[config.mk]
export PLATFORM = sky130hd
export DESIGN_NAME = ccg_lut_bank
export DESIGN_NICKNAME = d
export VERILOG_FILES = /design/src/rtl/ccg_lut_pkg.sv /design/src/rtl/ccg_lut_eval.sv /design/src/rtl/ccg_lut_bank.sv
export SDC_FILE = /design/constraint.sdc
export NUM_CORES = 1
export LEC_CHECK = 0
export CAP_MARGIN = 20
export CORE_MARGIN = 4
export CORE_UTILIZATION = 50
export CTS_CLUSTER_DIAMETER = 40
export DETAILED_ROUTE_END_ITERATION = 8
export GPL_TIMING_DRIVEN = 0
export HOLD_SLACK_MARGIN = 0.15
export MAX_ROUTING_LAYER = met4
export PLACE_DENSITY_LB_ADDON = 0.1
export RECOVER_POWER = 100
export SLEW_MARGIN = 20
export SYNTH_ARGS = -nofsm -noshare
export SYNTH_HDL_FRONTEND = slang
export SYNTH_SLANG_ARGS = --single-unit
[constraint.sdc]
create_clock -name clk -period 3.97 [get_ports clk]
set_input_delay 0.5955 -clock clk [delete_from_list [all_inputs] [get_ports clk]]
set_output_delay 0.5955 -clock clk [all_outputs]
set_load 0.02 [all_outputs]
[src/rtl/ccg_lut_pkg.sv]
`default_nettype none
// ============================================================================
// Module   : ccg_lut_pkg
// Brief    : Shared types and width helpers for the ccg_lut_bank family.
// Revision : 1.0
// ============================================================================
package ccg_lut_pkg;

  localparam int SIG_W = 32;

  typedef enum logic [1:0] {
    IDLE  = 2'd0,
    SWEEP = 2'd1,
    DRAIN = 2'd2,
    DONE  = 2'd3
  } sweep_state_e;

  function automatic int tt_width(input int n_in);
    return 1 << n_in;
  endfunction

  function automatic int idx_width(input int n_out);
    return (n_out > 1) ? $clog2(n_out) : 1;
  endfunction

  function automatic int min_int(input int a, input int b);
    return (a < b) ? a : b;
  endfunction

endpackage
`default_nettype wire

[src/rtl/ccg_lut_eval.sv]
`default_nettype none
// ============================================================================
// Module   : ccg_lut_eval
// Brief    : Combinational evaluation of N_OUT truth tables at input vector x.
// Revision : 1.0
// ============================================================================
module ccg_lut_eval
  import ccg_lut_pkg::*;
#(
  parameter  int N_IN  = 3,
  parameter  int N_OUT = 13,
  localparam int TT_W  = tt_width(N_IN)
) (
  input  logic [TT_W-1:0]  tt [N_OUT],
  input  logic [N_IN-1:0]  x,
  output logic [N_OUT-1:0] f
);

  for (genvar j = 0; j < N_OUT; j++) begin : g_out
    assign f[j] = tt[j][x];
  end

endmodule
`default_nettype wire

[src/rtl/ccg_lut_bank.sv]
`default_nettype none
// ============================================================================
// Module   : ccg_lut_bank
// Brief    : Runtime-loadable LUT bank with registered sample path and
//            exhaustive sweep. Optional signature output: CCG_LUT_SIG_EN.
// Revision : 1.0
// ============================================================================
module ccg_lut_bank
  import ccg_lut_pkg::*;
#(
  parameter  int N_IN  = 3,
  parameter  int N_OUT = 13,
  localparam int TT_W  = tt_width(N_IN),
  localparam int IDX_W = idx_width(N_OUT)
) (
  input  logic             clk,
  input  logic             rst_n,
  input  logic             cfg_we,
  input  logic [IDX_W-1:0] cfg_idx,
  input  logic [TT_W-1:0]  cfg_tt,
  input  logic             in_valid,
  output logic             in_ready,
  input  logic [N_IN-1:0]  in_x,
  input  logic             sweep_start,
  output logic             busy,
  output logic             sweep_done,
  output logic             out_valid,
  input  logic             out_ready,
  output logic [N_IN-1:0]  out_x,
  output logic [N_OUT-1:0] out_f,
  output logic             out_last
`ifdef CCG_LUT_SIG_EN
  ,
  output logic [SIG_W-1:0] sig
`endif
);

  localparam logic [IDX_W:0] c_n_out    = (IDX_W+1)'(N_OUT);
  localparam logic [N_IN:0]  c_last_cnt = (N_IN+1)'(TT_W - 1);
  localparam logic [N_IN:0]  c_cnt_one  = (N_IN+1)'(1);

  sweep_state_e     r_state;
  logic [N_IN:0]    r_cnt;
  logic [TT_W-1:0]  r_tt [N_OUT];
  logic             r_out_sweep;

  logic             w_idle;
  logic             w_sweep;
  logic             w_out_free;
  logic             w_src_valid;
  logic             w_acc;
  logic             w_last;
  logic             w_cfg_hit;
  logic [N_IN-1:0]  w_src_x;
  logic [N_OUT-1:0] w_f;

  assign w_idle      = (r_state == IDLE);
  assign w_sweep     = (r_state == SWEEP);
  assign w_out_free  = ~out_valid | out_ready;
  // A sweep request in IDLE takes priority over a coincident external sample.
  assign w_src_valid = w_sweep | (w_idle & in_valid & ~sweep_start);
  assign w_src_x     = w_sweep ? r_cnt[N_IN-1:0] : in_x;
  assign w_acc       = w_src_valid & w_out_free;
  assign w_last      = w_sweep & (r_cnt == c_last_cnt);
  assign w_cfg_hit   = w_idle & cfg_we & ({1'b0, cfg_idx} < c_n_out);
  assign in_ready    = w_idle & ~sweep_start & w_out_free;

  ccg_lut_eval #(
    .N_IN  (N_IN),
    .N_OUT (N_OUT)
  ) u_eval (
    .tt (r_tt),
    .x  (w_src_x),
    .f  (w_f)
  );

  always_ff @(posedge clk or negedge rst_n) begin
    if (!rst_n) begin
      for (int j = 0; j < N_OUT; j++) r_tt[j] <= '0;
    end else if (w_cfg_hit) begin
      r_tt[cfg_idx] <= cfg_tt;
    end
  end

  always_ff @(posedge clk or negedge rst_n) begin
    if (!rst_n) begin
      out_valid   <= 1'b0;
      out_x       <= '0;
      out_f       <= '0;
      out_last    <= 1'b0;
      r_out_sweep <= 1'b0;
    end else if (w_acc) begin
      out_valid   <= 1'b1;
      out_x       <= w_src_x;
      out_f       <= w_f;
      out_last    <= w_last;
      r_out_sweep <= w_sweep;
    end else if (out_ready) begin
      out_valid   <= 1'b0;
      out_last    <= 1'b0;
      r_out_sweep <= 1'b0;
    end
  end

  always_ff @(posedge clk or negedge rst_n) begin
    if (!rst_n) begin
      r_state    <= IDLE;
      r_cnt      <= '0;
      busy       <= 1'b0;
      sweep_done <= 1'b0;
    end else begin
      case (r_state)
        IDLE: begin
          if (sweep_start) begin
            r_state <= SWEEP;
            r_cnt   <= '0;
            busy    <= 1'b1;
          end
        end
        SWEEP: begin
          if (w_acc) begin
            r_cnt <= r_cnt + c_cnt_one;
            if (w_last) r_state <= DRAIN;
          end
        end
        DRAIN: begin
          if (w_out_free) begin
            r_state    <= DONE;
            busy       <= 1'b0;
            sweep_done <= 1'b1;
          end
        end
        DONE: begin
          r_state    <= IDLE;
          sweep_done <= 1'b0;
        end
        default: r_state <= IDLE;
      endcase
    end
  end

`ifdef CCG_LUT_SIG_EN
  localparam int c_sig_n = min_int(N_OUT, SIG_W);

  logic [SIG_W-1:0] w_sig_f;

  always_comb begin
    w_sig_f              = '0;
    w_sig_f[c_sig_n-1:0] = out_f[c_sig_n-1:0];
  end

  // Only results that originated from the sweep counter fold into the signature.
  always_ff @(posedge clk or negedge rst_n) begin
    if (!rst_n) begin
      sig <= '0;
    end else if (w_idle & sweep_start) begin
      sig <= '0;
    end else if (out_valid & out_ready & r_out_sweep) begin
      sig <= {sig[SIG_W-2:0], sig[SIG_W-1]} ^ w_sig_f;
    end
  end
`endif

endmodule
`default_nettype wire

Word level (Yosys, flattened, before mapping)
Index checks and enable logic that the tools add are counted.
Widths: inputs -> output; s select.
{"block": "totals", "out_inout_bits": 21, "regBits": 130, "wordCells": 103}
{"block": "op_classes", "bitwise": 13, "addsub": 1, "n_lt_le_gt_ge": 4, "n_mux": 46, "n_eq_ne": 8, "n_reduce_logical": 10}
{"op": "$bwmux 104", "n": 1}
{"op": "$bmux 1 s3", "n": 13}
{"op": "$demux 8 s4", "n": 1}
{"op": "$mux 1", "n": 19}
{"op": "$and 1x1->1", "n": 8}
{"op": "$mux 2", "n": 4}
{"op": "$mux 4", "n": 2}
{"op": "$mux 8", "n": 1}
{"op": "$pmux 2 s4", "n": 1}
{"op": "$pmux 4 s2", "n": 1}
{"op": "$reduce_bool 2->1", "n": 4}
{"op": "$reduce_and 3->1", "n": 2}
{"op": "$ge 5x5->1 const B", "n": 1}
{"op": "$lt 5x1->1 const B", "n": 1}
{"op": "$not 4->5", "n": 1}
{"op": "$add 4x1->4 const B", "n": 1}
{"op": "$eq 2x2->1 const B", "n": 2}
{"op": "$eq 4x3->1 const B", "n": 1}
{"op": "$lt 3x4->1 const B", "n": 1}
{"op": "$lt 4x4->1 const B", "n": 1}
{"op": "$ne 2x1->1 const B", "n": 2}
{"op": "$ne 2x2->1 const B", "n": 2}
{"op": "$pmux 1 s2", "n": 2}
{"op": "$reduce_and 4->1", "n": 1}
{"op": "other kinds (7)", "n": 9}

Longest topological paths before layout
{"block": "depth", "depth_word": 7, "depth_mapped": 8, "ltp_nobuf": 6}

Modules after synthesis
Synthesis repeated with hierarchy kept, for this count alone.
{"block": "hier_totals", "hier_cells": 393, "area_unflattened_um2": 6122.1}
{"module": "ccg_lut_bank", "cells_per_inst": 347, "area_each_um2": 5248.8, "instances": 1}
{"module": "ccg_lut_eval", "cells_per_inst": 46, "area_each_um2": 873.3, "instances": 1}

Worst setup path after synthesis
Ideal clock, no wire load.
{"block": "synth_path", "path_kind": "flip-flop to flip-flop", "from": "reg r_state[1]", "to": "reg out_f[0]", "setup_slack_ns": 2.072, "stages_incl_launch_ff": 9, "n_path_buf": 2, "period_less_slack_ns": 1.898, "required_ns": 3.878, "t_arrival_ns": 1.806, "cell_sequence": "dfrtp_1 -> inv_1 -> ha_1 -> buf_6 -> mux2i_4 -> buf_4 -> nand2_1 -> a32o_1 -> o31ai_2"}
{"block": "synth_via", "elab_chain_cells": 5}
{"element": "start: declaration", "line_no": "ccg_lut_bank.sv:42", "source": "sweep_state_e r_state;"}
{"element": "start signal: assignment", "line_no": "ccg_lut_bank.sv:107", "source": "r_state <= IDLE;"}
{"element": "start signal: assignment", "line_no": "ccg_lut_bank.sv:115", "source": "r_state <= SWEEP;"}
{"element": "start signal: assignment", "line_no": "ccg_lut_bank.sv:123", "source": "if (w_last) r_state <= DRAIN;"}
{"element": "parallel branches: the longest is 5 deep, another holds $mux 3"}
{"element": "end signal: assignment", "line_no": "ccg_lut_bank.sv:95", "source": "out_f <= w_f;"}
{"element": "end: declaration", "line_no": "ccg_lut_bank.sv:30", "source": "output logic [N_OUT-1:0] out_f,"}
Several ways; the timed one is not identified. The select of a mux whose other input is x is not followed.
A chain may end at the register's enable or synchronous reset.

Worst setup path in the final report
{"block": "layout_path", "from": "reg r_state[1]", "to": "out in_ready"}
{"block": "layout_via", "elab_chain_cells": 3}
{"element": "$logic_not 2->1", "line_no": "ccg_lut_bank.sv:57", "source": "assign w_idle = (r_state == IDLE);"}
{"element": "$and 1x1->1 (2 in series)", "line_no": "ccg_lut_bank.sv:66", "source": "assign in_ready = w_idle & ~sweep_start & w_out_free;"}
{"element": "end: declaration", "line_no": "ccg_lut_bank.sv:22", "source": "output logic in_ready,"}
No other way between the ends.

==> flow_metrics.tcl <==
set metrics [dict create \
    run_status "complete, but fails checks" \
    failed_checks "capacitance limit, slew limit" \
    finish.cell_count_without_fillers 708 \
    grt.overflow.total 0 \
    cts_made_buffers 17 \
    cts.hold.buffers_added 1 \
    drv_slew 84 \
    clkTransAtPathRegs_ns 0.05 \
    power_report.internal_total_mw 3.73 \
    synth_top_area_cell "dfrtp_1" \
    worst_clock_skew_ns 0.00780 \
    dp_hpwl_um 9850 \
    diodes 0 \
    grt.total_usage_pct 23.4 \
    finalWorstPathRequiredPeriod_ns 3.19 \
    finalCritPeriodShare_pct 80.3 \
    drt_pass1_iterations 4 \
    clock_tree.buffer_depth 2 \
    placedInstanceArea_um2 6740 \
    p_clk_share_pct 26.7 \
    slew-limit-headroom_pct -24.2 \
    numClockSinks 130 \
    global_route_wire_length_before_repair_um 24000 \
    setup_repair_after_global_routing_missed_its_margin "no" \
    mappedNetlistArea_um2 6120 \
    setup-violations-final 0 \
    area_growth_pct 17.9 \
    hold_violations 0 \
    io_buffers 41 \
    peak_freq_ghz 0.314 \
    viasPerCell 5.88 \
    floorplan.io_pins 42 \
    maximum_number_of_pins_on_one_net_before_global_route_repair 75 \
    finalWeightedCongestion 0.826 \
    post-route-worst-setup-slack_ns 0.783 \
    critical_path_class "reg2out" \
    cts_repair_resize_count 0 \
    final_cell_mix "dfrtp_1, mux2_2, nand2_1, mux2i_1, a32o_1" \
    clockRootBuffer "clkbuf_16" \
    pwr-share-seq_pct 39.0 \
    worstSetupEndpointType "output pin" \
    dieWidth_um 119 \
    drc_errors 0 \
    layout.cells.most_common "dfrtp_1" \
    postcts_setup_bufs 0 \
    sum_neg_setup_slack_ns 0 \
    synth_seq_area_share_pct 53.2 \
    num-nets-final 576 \
    post-place-ws_ns 1.13 \
    antenna_found_initial 0 \
    cp_data_arrival_time_ns 2.59 \
    synth-seq-cells 130 \
    critical_path.cell_chain "inv_1, ha_1, clkbuf_1, nand2b_1, nor2_1, dlygate4sd3_1" \
    h-tree-depth 4 \
    totalWireLength_um 15200 \
    worst_hold_slack_ns 0.471 \
    floorplan.initialDensity_pct 50.9 \
    multi_input_comb_area_um2 2610 \
    min_path_type "reg2reg" \
    tightestPinTransition_ns 1.85 \
    irDropWorstVdd_v 0.000315 \
    post_synth_num_cell_types 40 \
    clock_insertion_delay_worst_skew_ns 0.42 \
    power_density_nw_per_um2 775 \
    p_leak_nw 3.32 \
    avgRoutedWirePerCell_um 21.5 \
    syn_avg_cell_area_um2 12.5 \
    syn_nets 514 \
    vias 4160 \
    seqCellArea_um2 3250 \
    fill_cells 1016 \
    cp_slowest_cell "dlygate4sd3_1" \
    crit_path_max_incr_delay_ns 0.67 \
    sw_frac_of_total_pct 33.3 \
    core_area_um2 12000 \
    tritoncts_clock_tree "yes" \
    required_ns 3.37 \
    share_comb_of_total_power_pct 34.3 \
    via_count_of_the_first_global_routing_pass 4259 \
    synthTopCellsByArea "dfrtp_1, mux2_2, mux2i_1" \
    fp.dieArea_um2 14100 \
    antenna_violating_nets_post_route 0 \
    worst_path_dominant_cell_family "buffers and inverters" \
    netSwitchingPower_mw 1.86 \
    crit_path_start_kind "register" \
    placed_cells_incl_taps 677 \
    die_y_um 119 \
    largest_driver_fanout_on_the_critical_path 10 \
    cap_viol_max_count 2 \
    syn-instance-count 488 \
    placement_rows 40 \
    synth.yosys.warnings 0 \
    final_layout_size_suffix_gt1_share_pct 22.6 \
    netlist.area_leader.share_pct 53.2 \
    detail_route.iter0.violations 308 \
    timing.critical_path.buf_inv 3 \
    post-route-cell-area_um2 7210 \
]
==> registers in the layout (all words and copies together) (netlist names) <==
signal,count
sweep_done,1
r_cnt,4
out_x,3
out_last,1
busy,1
r_tt,104
out_f,13
out_valid,1
r_state,2
==> per-stage QoR <==
| step | power [mW] | util, % |
|---|---|---|
| 2_1_floorplan | 3.54 | - |
| 3_3_place_gp | 4.14 | 55.9 |
| 3_5_place_dp | 4.23 | 56.1 |
| 4_1_cts | 5.73 | 60.9 |
| 5_1_grt | 5.91 | 60.0 |
| 6_report | 5.59 | 60.0 |
==> cells in the mapped netlist <==
| cell | instances |
|---|---|
| dfrtp_1 | 130 |
| mux2_2 | 89 |
| nand2_1 | 76 |
| mux2i_1 | 30 |
| a32o_1 | 26 |
| clkbuf_1 | 19 |
| mux2_1 | 17 |
| o31ai_2 | 13 |
| nand2b_1 | 9 |
| o21ai_0 | 8 |
| nor2_1 | 7 |
| inv_1 | 6 |
| a21oi_1 | 5 |
| buf_2 | 5 |
| ha_1 | 5 |
| nand3_1 | 5 |
| buf_6 | 3 |
| nand4b_1 | 3 |
| nor2_2 | 3 |
| nor3_1 | 3 |
| o21ai_1 | 3 |
| buf_4 | 2 |
| nand4_1 | 2 |
| nor2b_1 | 2 |
| o32ai_1 | 2 |
| a211oi_1 | 1 |
| a21o_1 | 1 |
| a221o_1 | 1 |
| and2_1 | 1 |
| and3_1 | 1 |
| and3b_1 | 1 |
| buf_1 | 1 |
| mux2i_4 | 1 |
| nand3b_1 | 1 |
| nor3_2 | 1 |
| nor4_4 | 1 |
| o221ai_1 | 1 |
| o22ai_1 | 1 |
| or3_1 | 1 |
| or4_1 | 1 |
==> tightest hold or removal path, delay by kind of cell, from the launching register on <==
| kind | cells | cell delay, ns |
|---|---|---|
| compound gates | 1 | 0.06 |
| flops | 1 | 0.33 |
| simple gates | 1 | 0.04 |
==> layer usage <==
layer  share of wire (%)  global-route usage (%)  vias up
met5                   0                       -        -
met4                 1.5                    7.31        0
met3                 5.3                    6.08       15
met2                  49                    36.4      108
met1                  45                    30.1     2145
li1                    -                       -     1892
==> logic make-up (layout without fill, tap and decap cells) <==
logic type               after synthesis  after routing  share of synthesized area, %
AO/OA/AOI/OAI                         62             62                          9.17
adder cells (fa/ha/maj)                5              5                          1.02
buffers and inverters                 36            109                          2.80
flip-flops                           130            130                          53.2
multiplexers                         137            137                          24.8
AND/OR/NAND/NOR                      118            118                          9.02
==> final timing paths <==
check,from,endpoint,slack (ns),cells past startpoint
worst max-delay path,r_state[1],in_ready,0.78,6
worst min register to register,out_x[0],out_x[0],0.47,2
worst min-delay path,out_x[0],out_x[0],0.47,2
max in group asynchronous,rst_n,r_tt[16],1.16,3
min in group asynchronous,rst_n,out_f[4],0.68,2
worst max register to register,r_state[1],r_tt[24],1.12,5
==> final cells by class <==
cell class | instances | area share (%)
Inverter | 6 | 0.312
Clock inverter | 5 | 0.694
Multi-Input combinational cell | 322 | 36.3
Buffer | 30 | 1.93
Sequential cell | 130 | 45.1
Clock buffer | 25 | 7.15
Tap cell | 147 | 2.55
Timing Repair Buffer | 43 | 5.97
==> power by group through the flow <==
stage | sequential, mW | clock (mW) | combinational (mW)
2_1_floorplan | 2.22 | 0 | 1.32
3_5_place_dp | 2.20 | 0 | 2.03
6_report | 2.18 | 1.49 | 1.92
5_1_grt | 2.25 | 1.58 | 2.08
3_3_place_gp | 2.17 | 0 | 1.97
4_1_cts | 2.18 | 1.51 | 2.04
Power figures use the tool's default switching activity.
